**src/rtl/stream_decoder_fifo.sv**
```systemverilog
// stream_decoder_fifo
//
// Accepts a stream of binary indices and decodes each one into a one-hot or
// thermometer word of OUT_W bits. Indices that do not fit in OUT_W produce an
// all-zero word flagged with err, and bump a saturating error counter. Decoded
// results sit in a 2-entry in-order FIFO so a stalled consumer loses nothing.
//
// Handshake rules (both sides): a transfer happens on a rising clk edge where
// valid && ready are both high. The producer holds data stable while valid is
// high and ready is low; ready never depends combinationally on the partner's
// valid (in_ready depends only on stored occupancy and rst).
//
// Ports:
//   clk        rising-edge clock
//   rst        asynchronous active-high reset
//   in_valid   input index valid
//   in_ready   block can accept an index this cycle
//   in_data    binary index (IN_W bits)
//   in_mode    0 = one-hot, 1 = thermometer; sampled with in_data
//   out_valid  head entry present on out_data/out_err
//   out_ready  consumer accepts the head entry
//   out_data   decoded word of the head entry (0 when empty)
//   out_err    head entry came from an out-of-range index (0 when empty)
//   err_count  saturating count of accepted out-of-range indices
//   clr_err    synchronous clear of err_count

module stream_decoder_fifo #(
    parameter int IN_W  = 3,
    parameter int OUT_W = 8,
    parameter int CNT_W = 8
) (
    input  logic             clk,
    input  logic             rst,
    input  logic             in_valid,
    output logic             in_ready,
    input  logic [IN_W-1:0]  in_data,
    input  logic             in_mode,
    output logic             out_valid,
    input  logic             out_ready,
    output logic [OUT_W-1:0] out_data,
    output logic             out_err,
    output logic [CNT_W-1:0] err_count,
    input  logic             clr_err
);

    // Entry 0 is always the head; entry 1 is only meaningful at occupancy 2.
    logic [1:0]       occ_q, occ_d;
    logic [OUT_W-1:0] data0_q, data0_d, data1_q, data1_d;
    logic             err0_q, err0_d, err1_q, err1_d;
    logic [CNT_W-1:0] cnt_q, cnt_d;

    logic             push, pop;
    logic [OUT_W-1:0] dec_data;
    logic             dec_err;

    assign in_ready  = !rst && (occ_q != 2'd2);
    assign out_valid = (occ_q != 2'd0);
    assign push      = in_valid && in_ready;
    assign pop       = out_valid && out_ready;

    // Storage may hold stale words after a pop; gate so an empty FIFO shows 0.
    assign out_data  = out_valid ? data0_q : '0;
    assign out_err   = out_valid && err0_q;
    assign err_count = cnt_q;

    // Decode of the incoming index; only ever consumed by a register.
    always_comb begin
        int idx;
        idx      = int'(in_data);
        dec_data = '0;
        dec_err  = 1'b0;
        if (idx >= OUT_W) begin
            dec_err = 1'b1;
        end else begin
            for (int i = 0; i < OUT_W; i++) begin
                dec_data[i] = in_mode ? (i <= idx) : (i == idx);
            end
        end
    end

    always_comb begin
        occ_d   = occ_q;
        data0_d = data0_q;
        data1_d = data1_q;
        err0_d  = err0_q;
        err1_d  = err1_q;
        case (occ_q)
            2'd0: begin
                if (push) begin
                    data0_d = dec_data;
                    err0_d  = dec_err;
                    occ_d   = 2'd1;
                end
            end
            2'd1: begin
                if (push && pop) begin
                    // Head leaves, the new entry takes its place.
                    data0_d = dec_data;
                    err0_d  = dec_err;
                end else if (push) begin
                    data1_d = dec_data;
                    err1_d  = dec_err;
                    occ_d   = 2'd2;
                end else if (pop) begin
                    occ_d   = 2'd0;
                end
            end
            default: begin
                // Full: in_ready is low, so only a pop can happen.
                if (pop) begin
                    data0_d = data1_q;
                    err0_d  = err1_q;
                    occ_d   = 2'd1;
                end
            end
        endcase
    end

    // A clear coinciding with an accepted error leaves a count of one.
    always_comb begin
        cnt_d = cnt_q;
        if (clr_err) begin
            cnt_d = (push && dec_err) ? CNT_W'(1) : '0;
        end else if (push && dec_err && (cnt_q != '1)) begin
            cnt_d = cnt_q + CNT_W'(1);
        end
    end

    always_ff @(posedge clk or posedge rst) begin
        if (rst) begin
            occ_q   <= 2'd0;
            data0_q <= '0;
            data1_q <= '0;
            err0_q  <= 1'b0;
            err1_q  <= 1'b0;
            cnt_q   <= '0;
        end else begin
            occ_q   <= occ_d;
            data0_q <= data0_d;
            data1_q <= data1_d;
            err0_q  <= err0_d;
            err1_q  <= err1_d;
            cnt_q   <= cnt_d;
        end
    end

endmodule

```
**config.mk**
```make
export PLATFORM = sky130hd
export DESIGN_NAME = stream_decoder_fifo
export DESIGN_NICKNAME = d
export VERILOG_FILES = /design/src/rtl/stream_decoder_fifo.sv
export SDC_FILE = /design/constraint.sdc
export NUM_CORES = 1
export LEC_CHECK = 0
export BUFFER_PORTS_ARGS = -buffer_cell sky130_fd_sc_hd__buf_2
export CAP_MARGIN = 10
export CORE_ASPECT_RATIO = 0.8
export CORE_MARGIN = 2
export CORE_UTILIZATION = 25
export DETAILED_ROUTE_END_ITERATION = 8
export MAX_ROUTING_LAYER = met4
export PLACE_DENSITY_LB_ADDON = 0.15
export SETUP_SLACK_MARGIN = 0.1
export SLEW_MARGIN = 10
export SYNTH_ARGS = -nofsm -noshare
export SYNTH_HDL_FRONTEND = slang
export SYNTH_SLANG_ARGS = --single-unit
```
**constraint.sdc**
```tcl
create_clock -name clk -period 1.63 [get_ports clk]
set_clock_uncertainty 0.05 [all_clocks]
set_input_delay 0.326 -clock clk [delete_from_list [all_inputs] [get_ports clk]]
set_output_delay 0.326 -clock clk [all_outputs]
set_load 0.005 [all_outputs]
```
==> impl_metrics.tcl <==
set metrics [dict create \
    vias 813 \
    die_area_um2 4910 \
    path_clk_slew_ps 70 \
    grt_usage 0.109 \
    synth-async-reset-ratio 1.00 \
    max_freq_mhz 656 \
    start_util 0.261 \
    io_buffers 17 \
    ys_ff_latch 18 \
    tns_ps 0 \
    synth_area_leaders "dfrtp_1 (41%), mux2_2 (10%), buf_4 (6.2%), nor2b_1 (5.2%), mux2i_1 (4.6%)" \
    core_area_um2 4180 \
    grt_pass1_vias 805 \
    synth.avg_cell_area_um2 9.92 \
    ir_worst_vdd_mv 0.440 \
    cp.arrival_ps 1150 \
    cts.sinks 18 \
    period_minus_slack_ps 1530 \
    report.final.slew_viol_count 0 \
    clockBufferDepth 2 \
    synth.top_cell.area_share 0.413 \
    synth_top_flop_cell "dfrtp_1" \
    vias_per_cell 4.17 \
    status "completed" \
    layout.nets 148 \
    synthAdderAreaFrac 0 \
    setup_viol 0 \
    synth_top_family_by_area "simple AND/OR/NAND/NOR gates" \
    yosys-mux-area-fraction 0.149 \
    hold_viol_final 0 \
    end_kind "primary output" \
    hold_class "in -> async" \
    drive_gt1_frac 0.391 \
    p_leak_nw 0.674 \
    dp_worst_setup_slack_ps 29.8 \
    crit_path_start_kind "flop" \
    netlist_instances 110 \
    clk-insertion-delay-late_ps 250 \
    holdWs_ps 98.8 \
    drcViolationCount 0 \
    fillers 430 \
    yosys.cell_types.count 30 \
    cts_tree "done" \
    wire_per_inst_um 12.3 \
    gp_congestion 0.729 \
    fp-row-count 21 \
    routed_wl_um 2400 \
    period_share 0.936 \
    synth_edf_count 0 \
    grt_max_degree 19 \
    cts-root-buf "clkbuf_8" \
    max_cap_violations 0 \
    area_growth_pct 26.1 \
    powerDensity_nw_per_um2 1050 \
    drtPass1Iterations 4 \
    synth-compound-area-share 0.133 \
    synth_xor_area_frac 0 \
    antenna_cells 0 \
    fp.dieH_um 63.1 \
    synth_simple_gate_area_frac 0.193 \
    crit_type "reg -> out" \
    seq_area_frac_synth 0.413 \
    syn_area_um2 1090 \
    dp_hpwl_um 1740 \
    first_iter_violations 27 \
    synth-warning-count 0 \
    cts_buffers 3 \
    cp.required_ps 1250 \
    grt_pass1_wl_um 4100 \
    grt.overflow.total 0 \
    cts_htree_levels 1 \
    fp.dieW_um 77.9 \
    yosys.area.top_type "dfrtp_1" \
    antenna_found_initial 0 \
    setup_ws_ps 105 \
    worst-path-max-fanout 5 \
    rsz0062_at_grt "yes" \
    pin_count 28 \
    drtAntennaViolNets 0 \
]
[power breakdown]
group          switching (mW)  leakage [nW]  internal (mW)
Sequential             0.0652         0.224          0.579
Clock                   0.148        0.0288          0.214
Combinational           0.192         0.422          0.246
[routing by layer]
metal / up-vias / global-route usage / wire length [µm]
met2: 26 / 0.154 / 954
met4: 0 / 0.0134 / 0
li1: 410 / - / -
met1: 377 / 0.159 / 1320
met3: 0 / 0.0301 / 123
met5: - / - / 0
[cell families after synthesis]
| logic type | count (synthesis) |
|---|---|
| and+or+nand+nor | 35 |
| buffers and inverters | 20 |
| other | 1 |
| muxes | 15 |
| DFF | 18 |
| AOI/OAI and AO/OA | 21 |
[placed cells by master, fill, tap and decap left out, drive strengths merged]
cell,Yosys,routed
o31ai,3,3
nor3,1,1
dfrtp,18,18
and2,3,3
nor2,8,8
o2bb2ai,1,1
a21oi,5,5
a21boi,1,1
o21ba,1,1
nand3b,1,1
o22a,1,1
or3b,1,1
nor4bb,1,1
nand2b,5,5
mux2i,5,5
o21bai,1,1
conb,1,9
mux2,10,10
o21a,1,1
o21ai,2,2
inv,6,6
buf,12,30
nor2b,9,9
clkbuf,2,4
a31oi,5,5
and3,1,1
nand2,5,5
[critical path: stages (launching register included)]
cell     delay (ps)
dfrtp_1         430
nor2_4          180
buf_6           140
nor2b_1          40
buf_2           120
[flip-flops by register name, indices dropped and copies added (netlist names)]
name / cells
data1_q: 8
occ_q: 2
data0_q: 8
[synthesized netlist by cell type, types with 2 or more instances]
master     n
dfrtp_1   18
mux2_2    10
buf_4      9
nor2b_1    9
nor2_1     7
inv_1      6
a21oi_1    5
a31oi_1    5
mux2i_1    5
nand2_1    5
nand2b_1   5
and2_1     3
o31ai_1    3
buf_2      2
clkbuf_1   2
o21ai_0    2
[path summary, 6_finish.rpt]
check                                 from          end  slack (ps)  depth (start not counted)
worst min register to register  data0_q[3]   data0_q[3]         450                          1
worst max register to register    occ_q[0]   data1_q[7]         160                          4
min in group clk                   in_mode   data1_q[3]         390                          3
max in group asynchronous              rst     occ_q[0]        1220                          3
worst max-delay path              occ_q[1]  out_data[6]         100                          4
worst min-delay path                   rst     occ_q[1]         100                          3
[timing repair]
action | CTS | global route
resized for setup | 3 | 11
endpoints found under the setup margin | 9 | 17
hold buffers | 0 | 0
cloned | 1 | 0
pin swaps | 0 | 1
buffers inserted | 2 | 0
[layout make-up]
type / count / area [µm²] / share of cell area
repair buffers: 30 / 198 / 0.144
clock buffers: 4 / 55.1 / 0.0400
well taps: 57 / 71.3 / 0.0518
flip-flops and latches: 18 / 452 / 0.328
inverters: 6 / 22.5 / 0.0164
multi-input cells: 80 / 578 / 0.420
[metrics by stage]
stage,util,area (µm²),total power [mW],cells
after floorplan,-,1120,0.911,118
after global placement,0.301,1260,1.02,188
after detailed placement,0.301,1260,1.04,188
after CTS,0.322,1350,1.45,195
after global routing,0.329,1380,1.55,195
final,0.329,1380,1.44,195
Power figures use the tool's default switching activity.
